--- config.mk ---
export PLATFORM = sky130hd
export DESIGN_NAME = tt_um_add_sched_jellyant
export DESIGN_NICKNAME = d
export VERILOG_FILES = /design/src/rtl/tt_um_add_sched_jellyant.sv
export SDC_FILE = /design/constraint.sdc
export NUM_CORES = 1
export LEC_CHECK = 0
export CAP_MARGIN = 20
export CORE_MARGIN = 2
export CORE_UTILIZATION = 40
export CTS_BUF_LIST = sky130_fd_sc_hd__clkbuf_2 sky130_fd_sc_hd__clkbuf_4 sky130_fd_sc_hd__clkbuf_8
export DETAILED_ROUTE_END_ITERATION = 10
export SLEW_MARGIN = 30
export SYNTH_ARGS = -nofsm -noshare
export SYNTH_HDL_FRONTEND = slang
export SYNTH_SLANG_ARGS = --single-unit
--- constraint.sdc ---
create_clock -name clk -period 2.42 [get_ports clk]
set_clock_uncertainty 0.1 [all_clocks]
set_input_delay 0.242 -clock clk [delete_from_list [all_inputs] [get_ports clk]]
set_output_delay 0.242 -clock clk [all_outputs]
set_load 0.02 [all_outputs]
--- src/rtl/tt_um_add_sched_jellyant.sv ---
// Shared 8-bit summing engine: operands are queued into a small FIFO, then a
// controller drains them through one adder into an accumulator and publishes the sum.
module tt_um_add_sched_jellyant #(
    parameter int FIFO_DEPTH = 4
) (
    input  logic       clk,
    input  logic       rst_n,
    input  logic       ena,
    input  logic [7:0] ui_in,
    input  logic [7:0] uio_in,
    output logic [7:0] uo_out,
    output logic [7:0] uio_out,
    output logic [7:0] uio_oe
);

    localparam int PTR_W = (FIFO_DEPTH > 1) ? $clog2(FIFO_DEPTH) : 1;
    localparam int CNT_W = PTR_W + 1;
    localparam logic [CNT_W-1:0] FULL_CNT = CNT_W'(FIFO_DEPTH);
    localparam logic [CNT_W-1:0] ONE_CNT  = CNT_W'(1);

    typedef enum logic [1:0] {
        ST_IDLE = 2'd0,
        ST_RUN  = 2'd1,
        ST_DONE = 2'd2
    } state_t;

    state_t           state_q, state_d;
    logic [7:0]       mem_q [FIFO_DEPTH];
    logic [7:0]       mem_d [FIFO_DEPTH];
    logic [PTR_W-1:0] wr_ptr_q, wr_ptr_d;
    logic [PTR_W-1:0] rd_ptr_q, rd_ptr_d;
    logic [CNT_W-1:0] count_q, count_d;
    logic [7:0]       acc_q, acc_d;
    logic [7:0]       result_q, result_d;
    logic             carry_q, carry_d;

    logic push_cmd, go_cmd, abort_cmd, ack_cmd;
    logic full, push_ok;
    logic [8:0] sum9;
    logic unused_inputs;

    assign push_cmd  = uio_in[0];
    assign go_cmd    = uio_in[1];
    assign abort_cmd = uio_in[2];
    assign ack_cmd   = uio_in[3];
    assign unused_inputs = &{1'b0, ena, uio_in[7:4]};

    assign full = (count_q == FULL_CNT);
    assign sum9 = {1'b0, acc_q} + {1'b0, mem_q[rd_ptr_q]};

    // Push loses to abort and go in the same cycle and is never taken while draining.
    assign push_ok = push_cmd && !abort_cmd && !go_cmd && (state_q != ST_RUN) && !full;

    always_comb begin
        state_d  = state_q;
        mem_d    = mem_q;
        wr_ptr_d = wr_ptr_q;
        rd_ptr_d = rd_ptr_q;
        count_d  = count_q;
        acc_d    = acc_q;
        result_d = result_q;
        carry_d  = carry_q;

        if (abort_cmd) begin
            wr_ptr_d = '0;
            rd_ptr_d = '0;
            count_d  = '0;
            if (state_q == ST_RUN) begin
                state_d = ST_IDLE;
            end
        end else begin
            case (state_q)
                ST_IDLE: begin
                    if (go_cmd) begin
                        carry_d = 1'b0;
                        if (count_q != '0) begin
                            acc_d   = 8'h00;
                            state_d = ST_RUN;
                        end else begin
                            result_d = 8'h00;
                            state_d  = ST_DONE;
                        end
                    end
                end
                ST_RUN: begin
                    if (count_q != '0) begin
                        rd_ptr_d = rd_ptr_q + 1'b1;
                        count_d  = count_q - 1'b1;
                        acc_d    = sum9[7:0];
                        carry_d  = carry_q | sum9[8];
                        if (count_q == ONE_CNT) begin
                            result_d = sum9[7:0];
                            state_d  = ST_DONE;
                        end
                    end else begin
                        result_d = acc_q;
                        state_d  = ST_DONE;
                    end
                end
                ST_DONE: begin
                    if (ack_cmd) begin
                        state_d = ST_IDLE;
                    end
                end
                default: state_d = ST_IDLE;
            endcase
        end

        if (push_ok) begin
            mem_d[wr_ptr_q] = ui_in;
            wr_ptr_d        = wr_ptr_q + 1'b1;
            count_d         = count_q + 1'b1;
        end
    end

    always_ff @(posedge clk or negedge rst_n) begin
        if (!rst_n) begin
            state_q  <= ST_IDLE;
            wr_ptr_q <= '0;
            rd_ptr_q <= '0;
            count_q  <= '0;
            acc_q    <= 8'h00;
            result_q <= 8'h00;
            carry_q  <= 1'b0;
            for (int i = 0; i < FIFO_DEPTH; i++) begin
                mem_q[i] <= 8'h00;
            end
        end else begin
            state_q  <= state_d;
            wr_ptr_q <= wr_ptr_d;
            rd_ptr_q <= rd_ptr_d;
            count_q  <= count_d;
            acc_q    <= acc_d;
            result_q <= result_d;
            carry_q  <= carry_d;
            mem_q    <= mem_d;
        end
    end

    assign uo_out  = result_q;
    assign uio_out = {carry_q, full, (state_q == ST_DONE), (state_q == ST_RUN), 4'b0000};
    assign uio_oe  = 8'hF0;

endmodule

==> run_results.csv <==
group,metric,value,unit
synth,ys_warn_count,0,
synth,syn_avg_cell_area,11.8,um^2
timing,period_share,1.07,
clock_tree,clock_sinks,58,
timing,slew_violations,0,
timing,relSlewSlack,0.657,
clock_tree,cts_htree_levels,3,
synth,synthAdderAreaFrac,0.0673,
synth,synth_compound_area_frac,0.0956,
timing,fmax,386,MHz
placed_design,placed_cells,409,
timing,setup_violations,9,
run_status,failed_checks,"negative setup slack",
drt,vias_per_cell,5.06,
global_routing,antenna_found_initial,0,
placed_design,gp_congestion,0.789,
global_routing,gr-total-overflow,0,
synth,ys_seq_area_frac,0.444,
layout,fin_area,4070,um^2
drt,drt_iter0_drc,60,
worst_hold_path,holdCritPathClass,"in2async",
drt,ant_nets,0,
placed_design,placement.cell_area,3720,um^2
synth,synth_cells,277,
layout,fin_util,0.521,
layout,syn2layout_area_growth,24.4,%
die,die_h,94.4,um
clock_tree,tritoncts,"built",
timing,tightest_slew,0.513,ns
critical_path,r2r-start,"rd_ptr_q[0]$_DFFE_PN0P_",
critical_path,crit_type,"reg2reg",
layout,mostFrequentLayoutCell,"dfrtp_1",
synth,synth_edf_count,0,
clock_tree,cts.path.max_buffers,2,
timing,period_minus_slack,2.59,ns
critical_path,worstPathRequired,2.57,ns
global_routing,grt_usage,0.168,
layout,drive_gt1_frac,0.347,
placed_design,dp_hpwl,4580,um
synth,synth_area,3270,um^2
critical_path,timing.rr.end,"uo_out[7]$_DFFE_PN0P_",
die,die_w,94.4,um
run,drv_cap,0,
timing,hold_violations,0,
synth,ys_async_sr_fraction,1.00,
drt,wirelength,6760,um
global_routing,grt_pass1_vias,2199,
synth,yosysTopAreaCellShare,0.444,
synth,synth-main-ff-cell,"dfrtp_1",
run_status,outcome,"finished with violations",
drt,routedWlPerCell,15.6,um
die,die_area,8920,um^2
drt,drc,0,
pwr,p_per_area,880,nW/um^2
synth,muxShareOfSynthArea,0.196,
layout,finalNonFillerCells,433,
synth,synth_xor_area_frac,0.0161,
die,io_pins,43,
layout,antenna_cells,0,
critical_path,cp.arrival,2.74,ns
drt,dr.pass1.iters,4,
critical_path,reg2reg_slack,-0.17,ns
drt,vias,2193,
synth,ys_types,53,
clock_tree,clk_pin_slew,0.07,ns
pwr,peakVddDrop,0.000461,V
synth,synthTopCellsByArea,"dfrtp_1, mux2_4, ha_1",
synth,yosysTopAreaCell,"dfrtp_1",
die,core,7810,um^2
global_routing,grt_pass1_wl,11100,um
global_routing,grt_max_degree,59,
critical_path,cp-end-kind,"flip-flop",
synth,synth_top_family_by_area,"multiplexers",
placed_design,io_buffers,25,
pwr,p_leak,0.00181,uW
timing,rsz0062_at_grt,"true",
critical_path,crit_fanout,4,
clock_tree,cts_made_buffers,9,
layout,layout.nets,363,
synth,yosys.area_share.simple,0.122,
die,initial_core_util,0.419,
die,rows,32,
timing,whs,0.337,ns
critical_path,setup.worst_path.start_class,"flip-flop",
clock_tree,root_buffer,"clkbuf_8",
synth,synth-seq-cells,58,
clock_tree,clock_latency,0.34,ns
timing,layout_setup_ws,-0.171,ns
layout,layout_common_cells,"dfrtp_1, nand2_1, clkdlybuf4s50_1, buf_4, mux2_2",
critical_path,ff2ff_path_depth,9,
worst max path at each step:
| stage | slack [ns] | cells past startpoint | endpoint | start |
|---|---|---|---|---|
| global route | -0.26 | 9 | uo_out[7]$_DFFE_PN0P_ | rd_ptr_q[0]$_DFFE_PN0P_ |
| detailed placement | -0.16 | 8 | acc_q[7]$_DFFE_PN0P_ | rd_ptr_q[0]$_DFFE_PN0P_ |
| global placement | -0.13 | 8 | acc_q[7]$_DFFE_PN0P_ | rd_ptr_q[0]$_DFFE_PN0P_ |
| CTS | -0.14 | 8 | acc_q[7]$_DFFE_PN0P_ | rd_ptr_q[0]$_DFFE_PN0P_ |
| finish | -0.17 | 9 | uo_out[7]$_DFFE_PN0P_ | rd_ptr_q[0]$_DFFE_PN0P_ |
| floorplan | -0.01 | 8 | acc_q[7]$_DFFE_PN0P_ | rd_ptr_q[0]$_DFFE_PN0P_ |
worst max-delay path, stage by stage (launching register included):
cell,delay (ns)
dfrtp_1,0.38
buf_6,0.13
mux4_2,0.52
ha_4,0.23
and2_4,0.16
a221o_1,0.36
buf_4,0.15
a21oi_2,0.12
mux2i_1,0.09
o31ai_1,0.25
synth_stat cells (3+ instances only):
cell,count
buf_4,14
o31ai_1,4
nor3_1,3
xnor2_1,4
dfrtp_1,58
ha_1,16
o21ai_0,11
inv_1,8
buf_2,3
nand3_1,5
a21oi_1,12
mux2i_1,3
mux2_4,16
nand2_1,26
mux2_2,17
nor2b_1,4
mux4_2,8
nor2_1,15
o21ai_1,3
through the flow:
step	setup TNS, ns	power, uW	setup WS (ns)
after detailed placement	-1.00	2670	-0.165
after global placement	-0.817	2640	-0.134
after floorplan	-0.0103	2280	-0.0103
final	-1.11	3580	-0.171
after CTS	-0.711	3530	-0.139
after global routing	-2.00	3820	-0.261
timing repair:
action / 4_1_cts / 5_1_grt
setup buffers: 4 / 5
pin swaps: 7 / 16
setup endpoints to repair: 10 / 12
resized for setup: 13 / 12
hold buffers: 1 / 0
endpoints found under the hold margin: 58 / 0
power breakdown:
part / internal [uW] / switching, uW / total [uW]
Clock: 381 / 384 / 765
Combinational: 803 / 661 / 1460
Sequential: 1200 / 157 / 1350
Total: 2380 / 1200 / 3580
layer usage:
| metal | up-vias | wire, um | global-route usage |
|---|---|---|---|
| met5 | - | 0 | 0 |
| met1 | 1058 | 3190 | 0.217 |
| li1 | 1070 | - | - |
| met2 | 53 | 3080 | 0.257 |
| met3 | 12 | 333 | 0.0575 |
| met4 | 0 | 158 | 0.0713 |
cells by family after synthesis:
kind of cell | count (synthesis)
compound gates | 48
xor+xnor | 6
fa+ha+maj | 17
buf+inv | 30
flops | 58
mux | 44
other cells | 2
simple gates | 72
registers in the layout, indices dropped and copies added (netlist names):
signal and cells:
mem_q 32, state_q 2, uo_out 8, carry_q 1
rd_ptr_q 2, acc_q 8, count_q 3, wr_ptr_q 2
area by class of cell:
class | count | area, um^2
Clock buffer | 11 | 139
Clock inverter | 4 | 20.0
Fill cell | 696 | 3740
Inverter | 9 | 33.8
Multi-Input combinational cell | 199 | 1810
Sequential cell | 58 | 1450
Tap cell | 102 | 128
Timing Repair Buffer | 50 | 484
Power figures use the tool's default switching activity.
